===== config.mk =====
export PLATFORM = sky130hd
export DESIGN_NAME = multicycle_control
export DESIGN_NICKNAME = d
export VERILOG_FILES = /design/src/rtl/mc_pkg.sv /design/src/rtl/mc_decode.sv /design/src/rtl/multicycle_control.sv
export SDC_FILE = /design/constraint.sdc
export NUM_CORES = 1
export LEC_CHECK = 0
export CORE_UTILIZATION = 37
export DETAILED_ROUTE_END_ITERATION = 10
export PLACE_DENSITY_LB_ADDON = 0.1
export SLEW_MARGIN = 5
export SYNTH_ARGS = -nofsm -noshare
export SYNTH_HDL_FRONTEND = slang
export SYNTH_SLANG_ARGS = --single-unit

===== constraint.sdc =====
create_clock -name clk -period 2.9 [get_ports clk]
set_clock_uncertainty 0.1 [all_clocks]
set_input_delay 0.87 -clock clk [delete_from_list [all_inputs] [get_ports clk]]
set_output_delay 0.87 -clock clk [all_outputs]
set_load 0.05 [all_outputs]

===== src/rtl/mc_pkg.sv =====
// Shared constants and types for the multi-cycle MIPS control sequencer:
// opcodes, FSM state encodings, PC source selects and default ALU codes.
package mc_pkg;

  localparam logic [5:0] OP_RTYPE = 6'b000000;
  localparam logic [5:0] OP_ADDI  = 6'b001000;
  localparam logic [5:0] OP_LW    = 6'b100011;
  localparam logic [5:0] OP_SW    = 6'b101011;
  localparam logic [5:0] OP_BGTZ  = 6'b000111;
  localparam logic [5:0] OP_J     = 6'b000010;

  // shamt and funct together must match exactly for an add
  localparam logic [10:0] FUNCT_ADD = 11'h020;

  localparam logic [4:0] ALUOP_ADD = 5'h01;
  localparam logic [4:0] ALUOP_GTZ = 5'h07;

  typedef enum logic [2:0] {
    S_IDLE   = 3'd0,
    S_FETCH  = 3'd1,
    S_DECODE = 3'd2,
    S_EXEC   = 3'd3,
    S_MEM    = 3'd4,
    S_WB     = 3'd5,
    S_BRANCH = 3'd6,
    S_JUMP   = 3'd7
  } state_t;

  typedef enum logic [1:0] {
    PC_PLUS4  = 2'd0,
    PC_BRANCH = 2'd1,
    PC_JUMP   = 2'd2
  } pc_src_t;

  typedef enum logic [1:0] {
    OPT_R   = 2'd0,
    OPT_I   = 2'd1,
    OPT_J   = 2'd2,
    OPT_ILL = 2'd3
  } optype_t;

  typedef struct packed {
    logic add;
    logic addi;
    logic lw;
    logic sw;
    logic bgtz;
    logic j;
    logic illegal;
  } insn_class_t;

  function automatic logic [1:0] class_optype(insn_class_t c);
    if (c.add)     return OPT_R;
    if (c.j)       return OPT_J;
    if (c.illegal) return OPT_ILL;
    return OPT_I;
  endfunction

endpackage


===== src/rtl/mc_decode.sv =====
// Combinational instruction classifier: maps the instruction register to a
// one-hot class {add, addi, lw, sw, bgtz, j, illegal}.
module mc_decode
  import mc_pkg::*;
(
  input  logic [31:0]  instruction,
  output insn_class_t  insn_class
);

  // register fields are the datapath's business, not the sequencer's
  logic unused_fields;
  assign unused_fields = ^instruction[25:11];

  always_comb begin
    insn_class = '0;
    case (instruction[31:26])
      OP_RTYPE: begin
        if (instruction[10:0] == FUNCT_ADD) insn_class.add = 1'b1;
        else                                insn_class.illegal = 1'b1;
      end
      OP_ADDI: insn_class.addi    = 1'b1;
      OP_LW:   insn_class.lw      = 1'b1;
      OP_SW:   insn_class.sw      = 1'b1;
      OP_BGTZ: insn_class.bgtz    = 1'b1;
      OP_J:    insn_class.j       = 1'b1;
      default: insn_class.illegal = 1'b1;
    endcase
  end

endmodule


===== src/rtl/multicycle_control.sv =====
// Multi-cycle sequencer for add/addi/lw/sw/j/bgtz with a shared memory port
// and bus timeout. Define MC_ILLEGAL_TRAP_EN to halt on illegal opcodes.
module multicycle_control
  import mc_pkg::*;
#(
  parameter int         TIMEOUT_CYCLES = 255,
  parameter logic [4:0] ADD_ALUOP      = ALUOP_ADD,
  parameter logic [4:0] GTZ_ALUOP      = ALUOP_GTZ
) (
  input  logic        clk,
  input  logic        rst_n,
  input  logic [31:0] instruction,
  input  logic        mem_ready,
  input  logic        alu_gtz,
  output logic        mem_req,
  output logic        mem_we,
  output logic        iord,
  output logic        ir_we,
  output logic        pc_we,
  output logic [1:0]  pc_src,
  output logic [1:0]  optype,
  output logic [4:0]  aluop,
  output logic        alu_srcb,
  output logic        regwe,
  output logic        reg_AOM,
  output logic        bus_err,
  output logic        illegal,
`ifdef MC_ILLEGAL_TRAP_EN
  output logic        halted,
`endif
  output logic [2:0]  state
);

  localparam int CNT_W = $clog2(TIMEOUT_CYCLES + 1);

  state_t            cur_state, nxt_state;
  insn_class_t       cls;
  logic [CNT_W-1:0]  tmo_cnt;
  logic              retry_gap;
  logic              wait_cycle;
  logic              timeout_hit;
  logic              halted_q;

  mc_decode u_decode (
    .instruction (instruction),
    .insn_class  (cls)
  );

  // The cycle after a timeout leaves FETCH idle so the request visibly drops
  assign wait_cycle  = ((cur_state == S_FETCH && !retry_gap) || cur_state == S_MEM) && !mem_ready;
  assign timeout_hit = wait_cycle && (tmo_cnt == CNT_W'(TIMEOUT_CYCLES - 1));
  assign state       = cur_state;

  always_ff @(posedge clk or negedge rst_n) begin
    if (!rst_n) begin
      cur_state <= S_IDLE;
      tmo_cnt   <= '0;
      retry_gap <= 1'b0;
    end else begin
      cur_state <= nxt_state;
      retry_gap <= timeout_hit;
      if (wait_cycle && !timeout_hit) tmo_cnt <= tmo_cnt + 1'b1;
      else                            tmo_cnt <= '0;
    end
  end

`ifdef MC_ILLEGAL_TRAP_EN
  always_ff @(posedge clk or negedge rst_n) begin
    if (!rst_n)                                  halted_q <= 1'b0;
    else if (cur_state == S_DECODE && cls.illegal) halted_q <= 1'b1;
  end
  assign halted = halted_q;
`else
  assign halted_q = 1'b0;
`endif

  always_comb begin
    nxt_state = cur_state;
    mem_req   = 1'b0;
    mem_we    = 1'b0;
    iord      = 1'b0;
    ir_we     = 1'b0;
    pc_we     = 1'b0;
    pc_src    = PC_PLUS4;
    optype    = OPT_R;
    aluop     = 5'h00;
    alu_srcb  = 1'b0;
    regwe     = 1'b0;
    reg_AOM   = 1'b0;
    bus_err   = 1'b0;
    illegal   = 1'b0;
    case (cur_state)
      S_IDLE: begin
        if (!halted_q) nxt_state = S_FETCH;
      end
      S_FETCH: begin
        if (!retry_gap) begin
          mem_req = 1'b1;
          if (mem_ready) begin
            ir_we     = 1'b1;
            pc_we     = 1'b1;
            nxt_state = S_DECODE;
          end else if (timeout_hit) begin
            bus_err = 1'b1;
          end
        end
      end
      S_DECODE: begin
        optype = class_optype(cls);
        if (cls.add || cls.addi || cls.lw || cls.sw) nxt_state = S_EXEC;
        else if (cls.bgtz)                           nxt_state = S_BRANCH;
        else if (cls.j)                              nxt_state = S_JUMP;
        else begin
          illegal = 1'b1;
`ifdef MC_ILLEGAL_TRAP_EN
          nxt_state = S_IDLE;
`else
          nxt_state = S_FETCH;
`endif
        end
      end
      S_EXEC: begin
        aluop     = ADD_ALUOP;
        alu_srcb  = !cls.add;
        nxt_state = (cls.lw || cls.sw) ? S_MEM : S_WB;
      end
      // A timed-out load/store is dropped without writeback
      S_MEM: begin
        mem_req = 1'b1;
        iord    = 1'b1;
        mem_we  = cls.sw;
        if (mem_ready) begin
          nxt_state = cls.sw ? S_FETCH : S_WB;
        end else if (timeout_hit) begin
          bus_err   = 1'b1;
          nxt_state = S_FETCH;
        end
      end
      S_WB: begin
        regwe     = 1'b1;
        reg_AOM   = !cls.lw;
        nxt_state = S_FETCH;
      end
      S_BRANCH: begin
        aluop     = GTZ_ALUOP;
        pc_src    = PC_BRANCH;
        pc_we     = alu_gtz;
        nxt_state = S_FETCH;
      end
      S_JUMP: begin
        pc_src    = PC_JUMP;
        pc_we     = 1'b1;
        nxt_state = S_FETCH;
      end
      default: nxt_state = S_IDLE;
    endcase
  end

endmodule

==> results by group, run 1 <==
Global routing
  – Antenna violations before repair: 0
  – GRT Overall Usage: 0.223
  – Number of global-route vias before repair: 1042
  – GRT overflow: 0
  – Largest net degree at the start of global routing: 15
  – First-pass GRT wire length: 4460 um

Routing
  – DR vias: 1027
  – DRT iter0 DRCs: 23
  – Via count normalized by instance count: 5.21
  – WL final: 2670 um
  – Initial DRT Pass Iterations: 4
  – Antenna-violating nets left: 0
  – Drt drc: 0
  – WL per Instance: 13.5 um

Die
  – Ports: 58
  – Initial Util: 0.411
  – Die area: 0.00276 mm2
  – Core ar.: 0.00230 mm2
  – Die X: 52.5 um
  – Cell row count: 17
  – Die Y-Extent: 52.5 um

Logic synthesis
  – EDFF count, synth: 0
  – #FFs+latches synth: 12
  – Synth top area share: 0.318
  – Netlist Area Pre-Place: 943 um2
  – Largest cells by area after synthesis: dfrtp_1 (32%), xor2_1 (6.5%), nor2_2 (5.3%), nor2_1 (3.2%), nor4b_1 (2.8%)
  – Asr flop ratio synth: 1.00
  – Yosys warning total: 0
  – Synth Instances: 106
  – Leading area contributor after synthesis: dfrtp_1
  – Register area share after synthesis: 0.318
  – Synthesized area per cell: 8.90 um2
  – Dominant synthesized flop cell: dfrtp_1
  – Post-synthesis cell type count: 44

Placement
  – Placed instance area: 0.00155 mm2
  – Setup WS pre-CTS: -0.617 ns
  – DP HPWL: 1960 um
  – Number of port buffers: 40
  – Placer congestion estimate: 0.761

Min path
  – Worst hold path type: reg2reg

Power
  – PwrDens: 701 mW/mm2
  – Overall power: 1.21 mW
  – IR Drop Worst-Case VDD: 0.590 mV
  – P_leak: 0.765 nW

Cells and area
  – Post-route cell area: 0.00172 mm2
  – Inserted Diodes: 0
  – Share of cells above drive strength 1: 0.509
  – Most frequent cells in the layout: buf_4 (32), dfrtp_1 (12), nor2_2 (9), dlygate4sd2_1 (9)
  – Layout area overhead: 82.2%
  – Commonest non-fill, non-tap cell in the layout: buf_4
  – Post-layout nets: 208

Clock tree
  – Clock Latency Late Sink: 0.28 ns
  – Clock sinks: 12
  – CTS Buffer Depth: 2
  – H-tree Lvls: 1
  – CTS Buf Count: 3
  – Root Buffer: clkbuf_4
  – CTS clk-pin slew, worst paths: 0.08 ns
  – CTS tree: yes

Status
  – Failing checks: setup timing
  – Status: finished with violations

Setup path
  – Worst path arrival time: 2.07 ns
  – Worst-path fanout max: 3
  – Worst Setup End Kind: output port
  – WS Path Type: in2out
  – Worst Path Required: 1.93 ns
  – Critical path startpoint category: primary input

STA
  – Setup TNS: -0.587 ns
  – Setup ws final: -0.136 ns
  – Worst-margin pin slew: 0.532 ns
  – Achievable Freq: 329 MHz
  – Rel. slew slack: 0.645
  – Slew Limit Fails: 0
  – Final Setup Violations: 6
  – Fin crit share: 1.05
  – Fin crit period: 3.04 ns
  – Fin. Hold Viols: 0
  – RSZ-0062 raised after global routing: yes

Flow run
  – Max-cap violations: 0
[synthesized netlist by cell type (2+ instances only)]
cell      count
ha_1          2
a31oi_1       2
nor3b_1       2
buf_6         2
nor4_1        4
nand2b_1      3
a21oi_1       4
xor2_1        7
and4_4        2
and3_1        4
inv_1         2
nand3_1       4
nor2_1        8
nor4b_1       3
nor2_2        8
buf_4         3
dfrtp_1      12
nand2_1       4
and2_1        2
nor3_1        3
buf_2         2
[flip-flops by register name (all words and copies together) (netlist names)]
register / cells
state: 3
retry_gap: 1
tmo_cnt: 8
[cells by family (layout without fill, tap and decap cells)]
logic type | count (synthesis) | in the layout | synth area share
fa+ha+maj | 2 | 2 | 0.0265
compound gates | 13 | 13 | 0.0942
flops | 12 | 12 | 0.318
xor+xnor | 8 | 8 | 0.0743
mux | 2 | 2 | 0.0265
buf+inv | 10 | 72 | 0.0703
other cells | 1 | 2 | 0.00397
simple gates | 58 | 58 | 0.386
[per-layer routing]
metal	routed length (um)	share of wire	global-route usage	vias to the layer above
met4	13	0.0049	0.0570	0
met5	0	0	0	-
li1	-	-	-	497
met1	1090	0.41	0.242	485
met3	158	0.059	0.0609	2
met2	1410	0.53	0.420	43
[repair_timing]
| action | in CTS | in global routing |
|---|---|---|
| setup buffers | 6 | 0 |
| pin swaps | 9 | 3 |
| hold buffers | 0 | 0 |
| endpoints found under the setup margin | 7 | 7 |
| gates resized for setup | 63 | 4 |
| cloned | 0 | 0 |
[power breakdown]
| part | switching (mW) | internal [mW] |
|---|---|---|
| sequential | 0.0655 | 0.196 |
| combinational | 0.487 | 0.322 |
| clock | 0.0586 | 0.0764 |
| total | 0.611 | 0.594 |
[per-stage QoR]
stage / hold WS, ns / instances / utilization
final: 0.448 / 197 / 0.748
after global routing: 0.467 / 197 / 0.748
after CTS: 0.443 / 197 / 0.742
after detailed placement: 0.431 / 187 / 0.674
after global placement: 0.418 / 187 / 0.674
after floorplan: 0.392 / 107 / -
[final timing paths]
kind	startpoint	to	slack, ns	cells past startpoint
max in group asynchronous	rst_n	tmo_cnt[4]	1.51	1
min reg2reg	tmo_cnt[0]	tmo_cnt[0]	0.45	1
min in group asynchronous	rst_n	retry_gap	0.83	1
max	instruction[31]	illegal	-0.14	7
max reg2reg	state[0]	tmo_cnt[5]	1.11	3
min	tmo_cnt[0]	tmo_cnt[0]	0.45	1
[cell type report]
class	count	area (um2)
multi-input cells	85	709
well taps	28	35.0
repair buffers	66	631
fillers	167	578
clock buffers	4	36.3
flip-flops and latches	12	300
inverters	2	7.51
[worst max-delay path, cell delays in order]
cell and delay [ns]:
buf_8 0.10, or3b_4 0.41, a21oi_4 0.13, a211oi_2 0.06, buf_4 0.15, o21ba_4 0.19, buf_8 0.14
Note: power is estimated with default switching activity, not from simulation.
==> run 2, diff against run 1 <==
--- a/config.mk
+++ b/config.mk
@@ -5,9 +5,11 @@
 export SDC_FILE = /design/constraint.sdc
 export NUM_CORES = 1
 export LEC_CHECK = 0
-export CORE_UTILIZATION = 37
+export ABC_AREA = 1
+export CORE_UTILIZATION = 36
 export DETAILED_ROUTE_END_ITERATION = 10
 export PLACE_DENSITY_LB_ADDON = 0.1
+export SKIP_CTS_REPAIR_TIMING = 1
 export SLEW_MARGIN = 5
 export SYNTH_ARGS = -nofsm -noshare
 export SYNTH_HDL_FRONTEND = slang
==> results by group, run 2 <==
Status
  – Status: completed

Logic synthesis
  – Post-synthesis adder-cell area fraction: 0.0271 (+0.000612)
  – Post-synthesis simple-gate area fraction: 0.418 (+0.0320)
  – Synthesized area per cell: 6.73 um2 (-24%)
  – Compound-cell area share of the yosys netlist: 0.0868 (-0.00733)
  – Mux cell area share after synthesis: 0 (-0.0265)
  – Synth Instances: 137 (+29%)
  – Leading area contributor after synthesis: dfrtp_1
  – Largest cells by area after synthesis: dfrtp_1 (33%), nor2_1 (15%), nand2_1 (10%), inv_1 (8.1%), nand3_1 (5.4%)
  – Synth top area share: 0.326 (+0.00734)
  – Register area share after synthesis: 0.326 (+0.00734)
  – Yosys warning total: 0 (unchanged)
  – Asr flop ratio synth: 1.00 (unchanged)
  – #FFs+latches synth: 12 (unchanged)
  – Netlist Area Pre-Place: 922 um2 (-2.3%)
  – Dominant synthesized flop cell: dfrtp_1
  – Main combinational cell family by area after synthesis: simple AND/OR/NAND/NOR gates
  – Commonest cells post-synth: nor2_1 (36), nand2_1 (25), inv_1 (20)
  – Xor/xnor share of the synthesized area: 0.0285 (-0.0458)
  – Post-synthesis cell type count: 23 (-48%)
  – Cell with the most instances after synthesis: nor2_1
  – EDFF count, synth: 0 (unchanged)

Placement
  – DP HPWL: 1930 um (-1.5%)
  – Number of port buffers: 40 (unchanged)
  – Placer congestion estimate: 0.750 (-1.4%)
  – Inst Count DP: 213 (+14%)

Die
  – Ports: 58 (unchanged)
  – Cell row count: 17 (unchanged)
  – Die area: 0.00277 mm2 (+0.44%)
  – Core ar.: 0.00232 mm2 (+0.93%)
  – Die X: 52.6 um (+0.22%)
  – Initial Util: 0.398 (-0.0129)
  – Die Y-Extent: 52.6 um (+0.22%)

Power
  – IR Drop Worst-Case VDD: 0.595 mV (+0.89%)
  – Seq pwr share: 0.207 (-0.010)
  – Sw Ratio: 0.516 (+0.00865)
  – Internal: 0.547 mW (-8.0%)
  – P_leak: 0.911 nW (+19%)
  – Comb pwr share: 0.678 (+0.007)
  – PwrDens: 688 mW/mm2 (-1.9%)
  – Overall power: 1.13 mW (-6.4%)
  – Switching pwr: 0.582 mW (-4.8%)
  – Power share of the clock group: 0.115 (+0.003)

Setup path
  – Critical path startpoint category: primary input
  – Worst-path fanout max: 4 (+1)
  – Worst Path Required: 1.93 ns (about the same)
  – WS Path Type: in2out
  – Worst path arrival time: 1.89 ns (-0.18 ns)
  – Worst Setup End Kind: output port

STA
  – Fin crit share: 0.985 (-0.0621)
  – Fin crit period: 2.86 ns (-0.180 ns)
  – Rel. slew slack: 0.648 (+0.00339)
  – Fin. Hold Viols: 0 (unchanged)
  – Slew Limit Fails: 0 (unchanged)
  – Achievable Freq: 350 MHz (+6.3%)
  – Final Setup Violations: 0 (-6)
  – Hold WS: 0.386 ns (-0.0625 ns)
  – Worst-margin pin slew: 0.526 ns (-0.00507 ns)

Global routing
  – GRT overflow: 0 (unchanged)
  – Number of global-route vias before repair: 946 (-9.2%)
  – GRT Overall Usage: 0.176 (-0.0471)
  – Antenna violations before repair: 0 (unchanged)
  – Largest net degree at the start of global routing: 13 (-2)
  – First-pass GRT wire length: 3680 um (-18%)

Clock tree
  – Clock Latency Late Sink: 0.26 ns (-0.02 ns)
  – CTS clk-pin slew, worst paths: 0.08 ns (about the same)
  – Clock sinks: 12 (unchanged)
  – CTS Buffer Depth: 2 (unchanged)
  – H-tree Lvls: 1 (unchanged)
  – Root Buffer: clkbuf_4
  – CTS Buf Count: 3 (unchanged)
  – CTS tree: yes

Routing
  – DRT iter0 DRCs: 15 (-35%)
  – Via count normalized by instance count: 4.70 (-9.9%)
  – WL per Instance: 11.1 um (-18%)
  – Antenna-violating nets left: 0 (unchanged)
  – Drt drc: 0 (unchanged)
  – Initial DRT Pass Iterations: 4 (unchanged)
  – DR vias: 1019 (-0.78%)
  – WL final: 2420 um (-9.4%)

Cells and area
  – Inserted Diodes: 0 (unchanged)
  – Final core occ: 0.708 (-0.0409)
  – Number of flip-flops under the largest register name: 8 (unchanged)
  – Post-layout nets: 228 (+9.6%)
  – Most frequent cells in the layout: nor2_1 (25), nand2_1 (25), inv_1 (20)
  – Final cell count without fillers: 217 (+10%)
  – Layout fillers: 183 (+9.6%)
  – Layout area overhead: 77.9%
  – Share of cells above drive strength 1: 0.302 (-0.207)
  – Largest Register: tmo_cnt

Min path
  – Worst hold path type: reg2reg

Flow run
  – Max-cap violations: 0 (unchanged)
## run 2: changes by cell type in the layout (fill, tap and decap cells not counted), moves of 9 or more
cell / previous run / this run
nand2_1: 4 / 25
inv_1: 2 / 20
nor2_1: 7 / 25
buf_4: 32 / 17
dlygate4sd2_1: 9 / 0
dlymetal6s2s_1: 1 / 19
## run 2: critical path, stage by stage
cell and delay [ns]:
dlymetal6s2s_1 0.18, nor2_4 0.15, nand2_1 0.07, nor2_1 0.12, nand3_2 0.14, nand3_4 0.14
a21oi_4 0.07, buf_12 0.15
## run 2: stage by stage
step           worst slack (ns)  TNS (ns)  instance area, um2
2_1_floorplan            -0.185    -0.435                 943
3_3_place_gp             -0.320     -1.29                1490
3_5_place_dp             -0.389     -1.61                1490
4_1_cts                  -0.397     -1.65                1530
5_1_grt                 -0.0312   -0.0514                1640
6_report                 0.0444         0                1640
## run 2: final cells by class
cell class                      count  area [um2]  share of cell area
Clock buffer                        4        36.3              0.0221
Inverter                           21        78.8              0.0481
Multi-Input combinational cell    102         604               0.368
Sequential cell                    12         300               0.183
Tap cell                           28        35.0              0.0214
Timing Repair Buffer               50         586               0.357
## run 2: worst paths after layout
| check | start | end | slack (ns) | cells past startpoint |
|---|---|---|---|---|
| setup / recovery | instruction[28] | optype[1] | 0.04 | 8 |
| hold / removal | tmo_cnt[0] | tmo_cnt[0] | 0.39 | 1 |
| setup reg to reg | state[2] | tmo_cnt[3] | 1.36 | 6 |
| hold reg to reg | tmo_cnt[0] | tmo_cnt[0] | 0.39 | 1 |
| max in group asynchronous | rst_n | state[2] | 1.50 | 1 |
| min in group asynchronous | rst_n | tmo_cnt[1] | 0.85 | 1 |
## run 2: routing by layer
metal	wire, um	global-route usage
met1	965	0.190
met2	1290	0.342
met3	145	0.0290
met4	10	0.0526
met5	0	0
## run 2: cell families (layout without fill, tap and decap cells)
| kind of cell | after synthesis | in the layout |
|---|---|---|
| simple gates | 82 | 82 |
| buf+inv | 24 | 75 |
| compound gates | 13 | 13 |
| flops | 12 | 12 |
| xor+xnor | 3 | 3 |
| fa+ha+maj | 2 | 2 |
| other cells | 1 | 2 |
## run 2: power by group through the flow
| stage | logic [mW] | registers (mW) | clock network, mW |
|---|---|---|---|
| 2_1_floorplan | 0.414 | 0.290 | 0 |
| 3_3_place_gp | 0.748 | 0.236 | 0 |
| 3_5_place_dp | 0.756 | 0.237 | 0 |
| 4_1_cts | 0.757 | 0.234 | 0.133 |
| 5_1_grt | 0.813 | 0.240 | 0.141 |
| 6_report | 0.765 | 0.234 | 0.130 |
